### config.mk
export PLATFORM = sky130hd
export DESIGN_NAME = triangle_scan_controller
export DESIGN_NICKNAME = d
export VERILOG_FILES = /design/src/rtl/triangle_scan_controller.sv
export SDC_FILE = /design/constraint.sdc
export NUM_CORES = 1
export LEC_CHECK = 0
export ABC_AREA = 1
export CAP_MARGIN = 20
export CORE_MARGIN = 8
export CORE_UTILIZATION = 25
export CTS_CLUSTER_SIZE = 28
export DETAILED_ROUTE_END_ITERATION = 7
export MAX_ROUTING_LAYER = met4
export PLACE_DENSITY = 0.54
export SLEW_MARGIN = 20
export SYNTH_ARGS = -nofsm -noshare
export SYNTH_HDL_FRONTEND = slang
export SYNTH_SLANG_ARGS = --single-unit
### constraint.sdc
create_clock -name clk -period 5.1 [get_ports clk]
set_clock_uncertainty 0.2 [all_clocks]
set_input_delay 0.51 -clock clk [delete_from_list [all_inputs] [get_ports clk]]
set_output_delay 0.51 -clock clk [all_outputs]
set_load 0.02 [all_outputs]
### src/rtl/triangle_scan_controller.sv
// rtl/triangle_scan_controller.sv - raster-order bounding-box scan sequencer for a combinational triangle rasterizer
//
// Accepts one triangle, walks its bounding box one candidate pixel per clock,
// and forwards covered pixels downstream with backpressure.
//
// Ports:
//   clk, reset          clock; synchronous active-high reset
//   tri_valid/ready     triangle handshake; tri_vertices = {v3y,v3x,v2y,v2x,v1y,v1x}
//   rast_vertices       latched vertices to the rasterizer
//   rast_x, rast_y      current scan position to the rasterizer
//   rast_covered        rasterizer inside-test result for (rast_x, rast_y)
//   pix_valid/ready     covered pixel handshake; pix_x, pix_y = pixel coordinate
//   busy                high whenever not idle
//   done                one-cycle pulse after the last scan position
//
// Build option: TRI_SCAN_CLIP_EN clips the box to the screen; an off-screen
// box is treated as empty.

module triangle_scan_controller #(
  parameter int SCREEN_WIDTH  = 640,
  parameter int SCREEN_HEIGHT = 480
) (
  input  logic        clk,
  input  logic        reset,
  input  logic        tri_valid,
  output logic        tri_ready,
  input  logic [59:0] tri_vertices,
  output logic [59:0] rast_vertices,
  output logic [9:0]  rast_x,
  output logic [9:0]  rast_y,
  input  logic        rast_covered,
  output logic        pix_valid,
  input  logic        pix_ready,
  output logic [9:0]  pix_x,
  output logic [9:0]  pix_y,
  output logic        busy,
  output logic        done
);

  // Coordinates are 10 bits wide, so the screen cannot exceed 1024 in either axis.
  if (SCREEN_WIDTH < 1 || SCREEN_WIDTH > 1024 ||
      SCREEN_HEIGHT < 1 || SCREEN_HEIGHT > 1024) begin : g_bad_screen
    $error("triangle_scan_controller: screen size must be 1..1024 per axis");
  end

  typedef enum logic [1:0] {
    S_IDLE = 2'd0,
    S_BBOX = 2'd1,
    S_SCAN = 2'd2,
    S_DONE = 2'd3
  } state_t;

  state_t r_state;
  state_t w_next;

  logic [59:0] r_vertices;
  logic [9:0]  r_x;
  logic [9:0]  r_y;
  logic [9:0]  r_minx;
  logic [9:0]  r_maxx;
  logic [9:0]  r_maxy;

  logic [9:0]  w_v1x, w_v1y, w_v2x, w_v2y, w_v3x, w_v3y;
  logic [9:0]  w_minx, w_miny, w_maxx_raw, w_maxy_raw;
  logic [9:0]  w_maxx, w_maxy;
  logic        w_box_empty;
  logic        w_at_maxx;
  logic        w_last;
  logic        w_adv;

  function automatic logic [9:0] min3(input logic [9:0] a, input logic [9:0] b,
                                      input logic [9:0] c);
    logic [9:0] m;
    m = (a < b) ? a : b;
    return (m < c) ? m : c;
  endfunction

  function automatic logic [9:0] max3(input logic [9:0] a, input logic [9:0] b,
                                      input logic [9:0] c);
    logic [9:0] m;
    m = (a > b) ? a : b;
    return (m > c) ? m : c;
  endfunction

  assign w_v1x = r_vertices[9:0];
  assign w_v1y = r_vertices[19:10];
  assign w_v2x = r_vertices[29:20];
  assign w_v2y = r_vertices[39:30];
  assign w_v3x = r_vertices[49:40];
  assign w_v3y = r_vertices[59:50];

  assign w_minx     = min3(w_v1x, w_v2x, w_v3x);
  assign w_miny     = min3(w_v1y, w_v2y, w_v3y);
  assign w_maxx_raw = max3(w_v1x, w_v2x, w_v3x);
  assign w_maxy_raw = max3(w_v1y, w_v2y, w_v3y);

`ifdef TRI_SCAN_CLIP_EN
  localparam logic [9:0] LP_XLAST = 10'(SCREEN_WIDTH - 1);
  localparam logic [9:0] LP_YLAST = 10'(SCREEN_HEIGHT - 1);

  assign w_maxx      = (w_maxx_raw > LP_XLAST) ? LP_XLAST : w_maxx_raw;
  assign w_maxy      = (w_maxy_raw > LP_YLAST) ? LP_YLAST : w_maxy_raw;
  // A box starting beyond the screen edge has nothing left after clipping.
  assign w_box_empty = (w_minx > LP_XLAST) || (w_miny > LP_YLAST);
`else
  assign w_maxx      = w_maxx_raw;
  assign w_maxy      = w_maxy_raw;
  assign w_box_empty = 1'b0;
`endif

  assign w_at_maxx = (r_x == r_maxx);
  assign w_last    = w_at_maxx && (r_y == r_maxy);
  // An uncovered position never waits on the downstream writer.
  assign w_adv     = !rast_covered || pix_ready;

  always_ff @(posedge clk) begin
    if (reset) begin
      r_state <= S_IDLE;
    end else begin
      r_state <= w_next;
    end
  end

  always_comb begin
    w_next    = r_state;
    tri_ready = 1'b0;
    busy      = 1'b1;
    done      = 1'b0;
    pix_valid = 1'b0;
    case (r_state)
      S_IDLE: begin
        tri_ready = 1'b1;
        busy      = 1'b0;
        if (tri_valid) begin
          w_next = S_BBOX;
        end
      end
      S_BBOX: begin
        w_next = w_box_empty ? S_DONE : S_SCAN;
      end
      S_SCAN: begin
        pix_valid = rast_covered;
        if (w_adv && w_last) begin
          w_next = S_DONE;
        end
      end
      S_DONE: begin
        done   = 1'b1;
        w_next = S_IDLE;
      end
      default: begin
        w_next = S_IDLE;
      end
    endcase
  end

  always_ff @(posedge clk) begin
    if (reset) begin
      r_vertices <= '0;
      r_x        <= '0;
      r_y        <= '0;
      r_minx     <= '0;
      r_maxx     <= '0;
      r_maxy     <= '0;
    end else begin
      case (r_state)
        S_IDLE: begin
          if (tri_valid) begin
            r_vertices <= tri_vertices;
          end
        end
        S_BBOX: begin
          r_minx <= w_minx;
          r_maxx <= w_maxx;
          r_maxy <= w_maxy;
          r_x    <= w_minx;
          r_y    <= w_miny;
        end
        S_SCAN: begin
          // The final position is held so the position never steps past the box.
          if (w_adv && !w_last) begin
            if (!w_at_maxx) begin
              r_x <= r_x + 10'd1;
            end else begin
              r_x <= r_minx;
              r_y <= r_y + 10'd1;
            end
          end
        end
        default: begin
        end
      endcase
    end
  end

  assign rast_vertices = r_vertices;
  assign rast_x        = r_x;
  assign rast_y        = r_y;
  assign pix_x         = r_x;
  assign pix_y         = r_y;

endmodule
; ---- After elaboration in Yosys (flattened, before gate mapping)
; Cells that the tools add are included.
[totals]
mem_bits_rw = 0
wordCells = 59
inputBits = 65
rom_bits = 0
output_inout_bits = 104
memories = 0
ff_bits = 112
latchBits = 0
[op_classes]
n_mux = 21
bitwise = 0
magnitude_cmp = 8
shifts = 0
n_eq_ne = 9
mul = 0
div = 0
n_reduce_logical = 12
add_sub_neg = 2
[ops]
columns = op, n
row1 = $mux 10, 12
row2 = $gt 10x10->1, 4
row3 = $lt 10x10->1, 4
row4 = $pmux 10 s2, 2
row5 = $add 10x1->10 const B, 2
row6 = $eq 10x10->1, 2
row7 = $ne 2x2->1 const B, 4
row8 = $pmux 2 s4, 1
row9 = $reduce_and 2->1, 3
row10 = $eq 2x2->1 const B, 2
row11 = $mux 1, 4
row12 = $mux 2, 2
row13 = $logic_and 1x1->1, 3
row14 = $reduce_and 3->1, 1
row15 = $eq 2x1->1 const B, 1
row16 = $logic_not 1->1, 2
row17 = $logic_not 2->1, 1
row18 = $reduce_bool 2->1, 1
row19 = $logic_or 1x1->1, 1

; ---- Depth between registers and ports, before layout
; Gate-level depths: netlist (run 1).
[logic_depth]
word_depth = 6
ltp_mapped = 24
depth_no_buf = 21

; ---- Least setup slack after synthesis (run 1)
; OpenSTA, ideal clock, no wires.
[synth_timing]
path_kind = reg-to-reg
start = reg r_vertices[39], in the netlist rast_vertices[39]
end = reg r_maxy[0]
setup_slack_ns = 1.779
n_path_buf = 2
required_ns = 4.830
path_stages_with_launch = 21
setup_ns = 0.070
synth_period_minus_slack_ns = 3.321
arrival_ns = 3.051
path_cell_list = dfxtp_1 inv_1 ha_1 a21o_1 nor2_1 nand3_1 o21ai_0 clkbuf_1 nand2_1 o21ai_0 ha_1 inv_1 nor2_1 o211ai_1 o2111ai_1 o41ai_1 clkbuf_1 nand2_1 o21ai_1 nand2_1 a21oi_1
[synth_between]
elab_chain_cells = 4
[synth_rtl]
columns = item, line
row1 = start: declaration, 56  ; logic [59:0] r_vertices;
row2 = start signal: assignment, 169  ; r_vertices <= tri_vertices;
row3 = $gt 10x10->1, 81  ; m = (a > b) ? a : b;
row4 = $mux 10 (*), 81
row5 = $gt 10x10->1, 82  ; return (m > c) ? m : c;
row6 = $mux 10 (*), 82
row7 = end signal: assignment, 175  ; r_maxy <= w_maxy;
row8 = end: declaration, 61  ; logic [9:0] r_maxy;
; Mark *: on every way between the ends. The rest lies on a longest branch, timed or not.
; A chain may end at the register's enable or synchronous reset.

; ---- Worst setup path in the final report (run 1)
[layout_timing]
start = reg r_vertices[29], in the netlist rast_vertices[29]
end = reg r_maxx[9]
[layout_between]
elab_chain_cells = 4
[layout_rtl]
columns = item, line
row1 = $gt 10x10->1, 81
row2 = $mux 10 (*), 81
row3 = $gt 10x10->1, 82
row4 = $mux 10 (*), 82
row5 = end signal: assignment, 174  ; r_maxx <= w_maxx;
row6 = end: declaration, 60  ; logic [9:0] r_maxx;
; Marked as above.

==> results of run 1 <==
Yosys cell counts, drive strengths merged (8+ instances only):
cell	instances
nand2	241
buf	36
nand3b	18
ha	64
o21ai	128
dfxtp	112
nand4	11
a21oi	144
clkbuf	39
nor3	8
o211ai	20
inv	129
nand3	36
xor2	16
nor2	52
state kept, by name, indices dropped and copies added, names as in the netlist:
signal / flops
r_maxy: 10
rast_vertices: 60
pix_y: 10
pix_x: 10
r_minx: 10
r_maxx: 10
r_state: 2
cell families after synthesis:
group	synth area share, %
adders and majority gates	10.85
and+or+nand+nor	21.94
DFF	30.38
xor gates and xnor gates	2.255
buffers and inverters	12.11
AOI/OAI and AO/OA	22.47
layout make-up:
type	count	area share, %
antenna	1	0.02620
clock buffer	12	2.790
clock inverter	3	0.4192
inverter	129	5.069
multi-input combinational	763	44.59
sequential	112	23.47
tap	390	5.109
timing repair buffer	178	18.52
layer usage:
| layer | track usage, % | vias to the layer above |
|---|---|---|
| met1 | 19.50 | 3192 |
| li1 | - | 3772 |
| met2 | 18.37 | 174 |
| met4 | 4.212 | 0 |
| met3 | 2.990 | 18 |
| met5 | - | - |
path summary, 6_finish.rpt:
path                startpoint   endpoint  cells past startpoint
max          rast_vertices[29]  r_maxx[9]                     19
min reg2reg          r_maxy[4]  r_maxy[4]                      2
max reg2reg  rast_vertices[29]  r_maxx[9]                     19
min                  r_maxy[4]  r_maxy[4]                      2
stage by stage:
step / instance area (µm²) / worst slack [ns] / total power, W / utilization, % / cells
finish: 9552 / 1.108 / 0.007159 / 32.57 / 1588
global route: 9552 / 0.6004 / 0.007917 / 32.57 / 1588
CTS: 9549 / 1.116 / 0.007225 / 32.57 / 1587
detailed placement: 9243 / 1.141 / 0.006441 / 31.52 / 1572
global placement: 9243 / 1.266 / 0.006356 / 31.52 / 1572
floorplan: 7380 / 1.779 / 0.005068 / - / 1079
worst min-delay path, delay by kind of cell, from the launching register on:
family          cells  cell delay (ns)
flops               1             0.32
compound gates      1             0.05
simple gates        1             0.06
power groups by stage:
stage | logic (W) | clock network, W | registers (W)
after floorplan | 0.00343 | 0 | 0.00163
after global placement | 0.00486 | 0 | 0.00150
after detailed placement | 0.00493 | 0 | 0.00151
after CTS | 0.00496 | 0.000779 | 0.00149
after global routing | 0.00556 | 0.000815 | 0.00154
final | 0.00492 | 0.000751 | 0.00148
==> impl_metrics.json, run 1 <==
{
  "multi_input_area_um2": 4259,
  "relSlewSlack_pct": 40.36,
  "worst-path-buf-inv": 2,
  "synth-main-ff-cell": "dfxtp_1",
  "drv_slew": 0,
  "coreArea_um2": 29320,
  "top_layer": "met4",
  "area_growth_pct": 29.43,
  "yosys_warnings": 0,
  "synth_seq_cells": 112,
  "die_area_um2": 35270,
  "syn_area_um2": 7380,
  "critPathMaxStageDelay_ns": 0.38,
  "yosys.area.top_type": "dfxtp_1",
  "drt_iter0_markers": 374,
  "grt_usage_pct": 13.55,
  "timing.hold.ws_ns": 0.2809,
  "first_global_vias": 6847,
  "clock_power_share_pct": 10.5,
  "hold_viol": 0,
  "worst_setup_path_end_kind": "flip-flop",
  "ff2ff_setup_slack_ns": 1.11,
  "met1_length_um": 12650,
  "status": "completed",
  "routed-wl-met3_um": 1324,
  "synth_cell_types": 36,
  "cts_resized": 0,
  "fp.dieH_um": 187.8,
  "antenna_left": 0,
  "rows": 63,
  "firstDrtPassIters": 5,
  "grt_max_degree": 93,
  "seqCellArea_um2": 2242,
  "async_flop_share_pct": 0,
  "clkSinkCount": 112,
  "grt_overflow_total": 0,
  "ir_drop_v": 0.0003133,
  "p_switching_w": 0.003739,
  "fillers": 3184,
  "grt_pass1_wl_um": 37560,
  "power.density_cell_area_nw_per_um2": 749.5,
  "cts_buffer_depth": 2,
  "synthDominantCellAreaShare_pct": 30.38,
  "globalplace.congestion": 0.8492,
  "synthesis.nets": 1208,
  "vias": 7156,
  "hpwl_um": 18760,
  "synthTopCellsByArea": "dfxtp_1 30%, nand2_1 12%, ha_1 11%",
  "min_period_ns": 3.992,
  "path_common_cell": "nand2_1",
  "cp_cell_sequence": "inv_1 > ha_1 > nand2_1 > nor2_1 > nand3_1 > nand3_1 > buf_4 > nand2_1 > nand2_1 > o21ai_1 > ha_1 > nand2_1 > nor2_1 > o211ai_1 > o2111ai_1 > nand2_1 > a21oi_1 > o21ai_0 > a21oi_1",
  "finalSetupViolations": 0,
  "syn_inst": 1079,
  "cts-htree-levels": 3,
  "fmax_mhz": 250.5,
  "min_period_over_period_pct": 78.27,
  "required_ns": 5.19,
  "viasPerCell": 4.506,
  "critPathMaxFanout": 20,
  "final_common_cell": "nand2_1",
  "cp_slowest_cell": "dfxtp_1",
  "crit_path_start_kind": "flip-flop",
  "p_int_w": 0.003420,
  "leakagePower_nw": 4.045,
  "final_cell_mix": "236 x nand2_1, 168 x clkdlybuf4s50_1, 135 x a21oi_1",
  "post_drt_wl_per_cell_um": 14.82,
  "min_path_type": "reg -> reg",
  "seq_power_share_pct": 20.7,
  "clock_latency_ns": 0.35,
  "drc_errors": 0,
  "tns_ns": 0,
  "avgSynthCellArea_um2": 6.839,
  "io_buffers": 168,
  "initial_core_util_pct": 25.17,
  "crit_type": "reg -> reg",
  "ys_seq_area_share_pct": 30.38,
  "wl_met2_um": 9161,
  "crit_arrival_ns": 4.08,
  "synth_edf_count": 0,
  "die_w_um": 187.8,
  "drt-total-wl_um": 23540,
  "rsz0062_at_grt": "false",
  "power_frac_comb_pct": 68.8,
  "drive_gt1_share_pct": 5.013,
  "nets": 1322,
  "p_sw_share_pct": 52.23,
  "tightest_slew_ns": 0.8946,
  "cap_violations": 0,
  "grt_antenna_before_repair": 1,
  "clkTransAtPathRegs_ns": 0.07,
  "io_pins": 169,
  "cp_top_family": "simple AND/OR/NAND/NOR gates",
  "holdBufCountCts": 0,
  "cts_buffers": 9,
  "cts_tree": "built",
  "cts_root_buffer": "clkbuf_16",
  "postCtsSetupBuffers": 0
}
No activity file was read; power rests on OpenSTA's default activity.
==> inputs of run 2 (changes only) <==
==> constraint.sdc (replaced) <==
create_clock -name clk -period 3.92 [get_ports clk]
set_clock_uncertainty 0.2 [all_clocks]
set_input_delay 0.392 -clock clk [delete_from_list [all_inputs] [get_ports clk]]
set_output_delay 0.392 -clock clk [all_outputs]
set_load 0.02 [all_outputs]
==> run 2 against run 1 <==
Effect of this change: worst hold slack barely moved; fmax rose by 10%; routed wire length rose by 1.7%; global-route usage rose by 0.18 points; critical path type unchanged.
==> impl_metrics.json, run 2 (synthesis gave the netlist of run 1 again) <==
{
  "clkTransAtPathRegs_ns": 0.08,
  "critPathMaxStageDelay_ns": 0.38,
  "nets": 1323,
  "power_frac_comb_pct": 69.6,
  "final_cell_mix": "234 x nand2_1, 168 x clkdlybuf4s50_1, 135 x a21oi_1",
  "antenna_left": 0,
  "final_common_cell": "nand2_1",
  "fp.dieH_um": 187.8,
  "grt_max_degree": 83,
  "power.density_cell_area_nw_per_um2": 979.7,
  "multi_input_area_um2": 4267,
  "io_buffers": 168,
  "die_w_um": 187.8,
  "globalplace.congestion": 0.8579,
  "viasPerCell": 4.495,
  "area_growth_pct": 29.21,
  "initial_core_util_pct": 25.17,
  "fin_util_pct": 32.52,
  "drc_errors": 0,
  "crit_type": "reg -> reg",
  "cts_buffer_depth": 2,
  "tightest_slew_ns": 0.8412,
  "relSlewSlack_pct": 43.86,
  "rows": 63,
  "min_period_over_period_pct": 92.40,
  "clkSinkCount": 112,
  "cp_cell_sequence": "inv_1 > ha_1 > nand2_1 > nor2_2 > o211ai_1 > nand3_1 > o21ai_0 > buf_4 > o21ai_0 > ha_1 > inv_1 > nor2_1 > o211ai_1 > o2111ai_1 > o41ai_2 > buf_4 > nand2_1 > o211ai_1 > a21oi_1",
  "first_global_vias": 6838,
  "clock_latency_ns": 0.36,
  "worst-path-buf-inv": 4,
  "critPathMaxFanout": 20,
  "seqCellArea_um2": 2242,
  "min_path_type": "reg -> reg",
  "p_int_w": 0.004400,
  "finalSetupViolations": 0,
  "status": "completed",
  "crit_path_start_kind": "flip-flop",
  "worst_setup_path_end_kind": "flip-flop",
  "postCtsSetupBuffers": 0,
  "grt_pass1_wl_um": 38110,
  "grt_overflow_total": 0,
  "cap_violations": 0,
  "cts_tree": "built",
  "grt_usage_pct": 13.74,
  "p_switching_w": 0.004942,
  "hold_viol": 0,
  "rsz0062_at_grt": "false",
  "required_ns": 3.95,
  "drive_gt1_share_pct": 5.175,
  "dp.cells": 1573,
  "cts_buffers": 9,
  "vias": 7143,
  "coreArea_um2": 29320,
  "drt_iter0_markers": 341,
  "power.total_w": 0.009342,
  "cts_root_buffer": "clkbuf_16",
  "path_common_cell": "o211ai_1",
  "timing.hold.ws_ns": 0.2809,
  "largest_reg_flops": 60,
  "clock_power_share_pct": 9.8,
  "fin_cells": 1589,
  "fmax_mhz": 276.1,
  "leakagePower_nw": 4.024,
  "die_area_um2": 35270,
  "grt_antenna_before_repair": 1,
  "hpwl_um": 18940,
  "cts-htree-levels": 3,
  "io_pins": 169,
  "fillers": 3225,
  "post_drt_wl_per_cell_um": 15.07,
  "drv_slew": 0,
  "crit_arrival_ns": 3.66,
  "firstDrtPassIters": 5,
  "tns_ns": 0,
  "cp_top_family": "compound AO/OA/AOI/OAI gates",
  "p_sw_share_pct": 52.90,
  "holdBufCountCts": 0,
  "cp_slowest_cell": "dfxtp_1",
  "drt-total-wl_um": 23950,
  "seq_power_share_pct": 20.6,
  "min_period_ns": 3.622,
  "cts_resized": 0,
  "ir_drop_v": 0.0003216
}
==> run 2: cell types whose count changed in the layout (fill, tap and decap cells not counted), moves of 2 or more <==
cell	change
o21ai_0	-2
o21ai_1	+2
nand2_2	+2
nand2_1	-2
clkinv_2	-2
clkbuf_1	+2
clkinvlp_4	+2
==> run 2: power by group through the flow <==
stage | combinational [W] | clock, W | sequential [W]
3_3_place_gp | 0.00640 | 0 | 0.00195
5_1_grt | 0.00735 | 0.000985 | 0.00199
4_1_cts | 0.00651 | 0.000939 | 0.00193
6_report | 0.00650 | 0.000915 | 0.00193
2_1_floorplan | 0.00447 | 0 | 0.00213
3_5_place_dp | 0.00648 | 0 | 0.00196
==> run 2: final cells by class <==
type	count	area share [%]
Clock buffer	13	2.729
Inverter	129	5.078
Tap cell	390	5.117
Antenna cell	1	0.02624
Sequential cell	112	23.51
Timing Repair Buffer	179	18.63
Multi-Input combinational cell	763	44.74
Clock inverter	2	0.1575
==> run 2: routing by layer <==
| layer | routed length (µm) | part of all wire, % | vias to the layer above | GRT usage, % |
|---|---|---|---|---|
| met4 | 221 | 0.92 | 0 | 3.242 |
| met3 | 1580 | 6.6 | 15 | 3.993 |
| met2 | 9384 | 39 | 169 | 18.62 |
| li1 | - | - | 3789 | - |
| met5 | 0 | 0 | - | - |
| met1 | 12760 | 53 | 3170 | 19.56 |
==> run 2: worst reg2reg max path: cells and delay by family (launching register included) <==
family / cells / cell delay (ns)
AO/OA/AOI/OAI: 8 / 1.23
buffers and inverters: 4 / 0.60
flip-flops: 1 / 0.38
AND/OR/NAND/NOR: 5 / 0.47
adder cells (fa/ha/maj): 2 / 0.62
==> run 2: path summary, 6_finish.rpt <==
| path | slack, ns | cells after the start | start | to |
|---|---|---|---|---|
| worst max-delay path | 0.30 | 19 | rast_vertices[39] | r_maxy[7] |
| worst min-delay path | 0.28 | 2 | r_maxy[9] | r_maxy[9] |
| worst max register to register | 0.30 | 19 | rast_vertices[39] | r_maxy[7] |
| worst min register to register | 0.28 | 2 | r_maxy[9] | r_maxy[9] |
==> run 2: metrics by stage <==
stage	area [µm²]	setup WS (ns)
final	9535	0.2979
after detailed placement	9250	0.2155
after floorplan	7380	0.5990
after CTS	9525	0.2085
after global placement	9250	0.3121
after global routing	9535	0.03518
==> inputs of run 3 (changes only) <==
--- a/config.mk
+++ b/config.mk
@@ -13,6 +13,7 @@
 export DETAILED_ROUTE_END_ITERATION = 7
 export MAX_ROUTING_LAYER = met4
 export PLACE_DENSITY = 0.54
+export SKIP_LAST_GASP = 1
 export SLEW_MARGIN = 20
 export SYNTH_ARGS = -nofsm -noshare
 export SYNTH_HDL_FRONTEND = slang
==> results of run 3 <==
The final DEF is identical to that of run 2; final timing and power are the same.
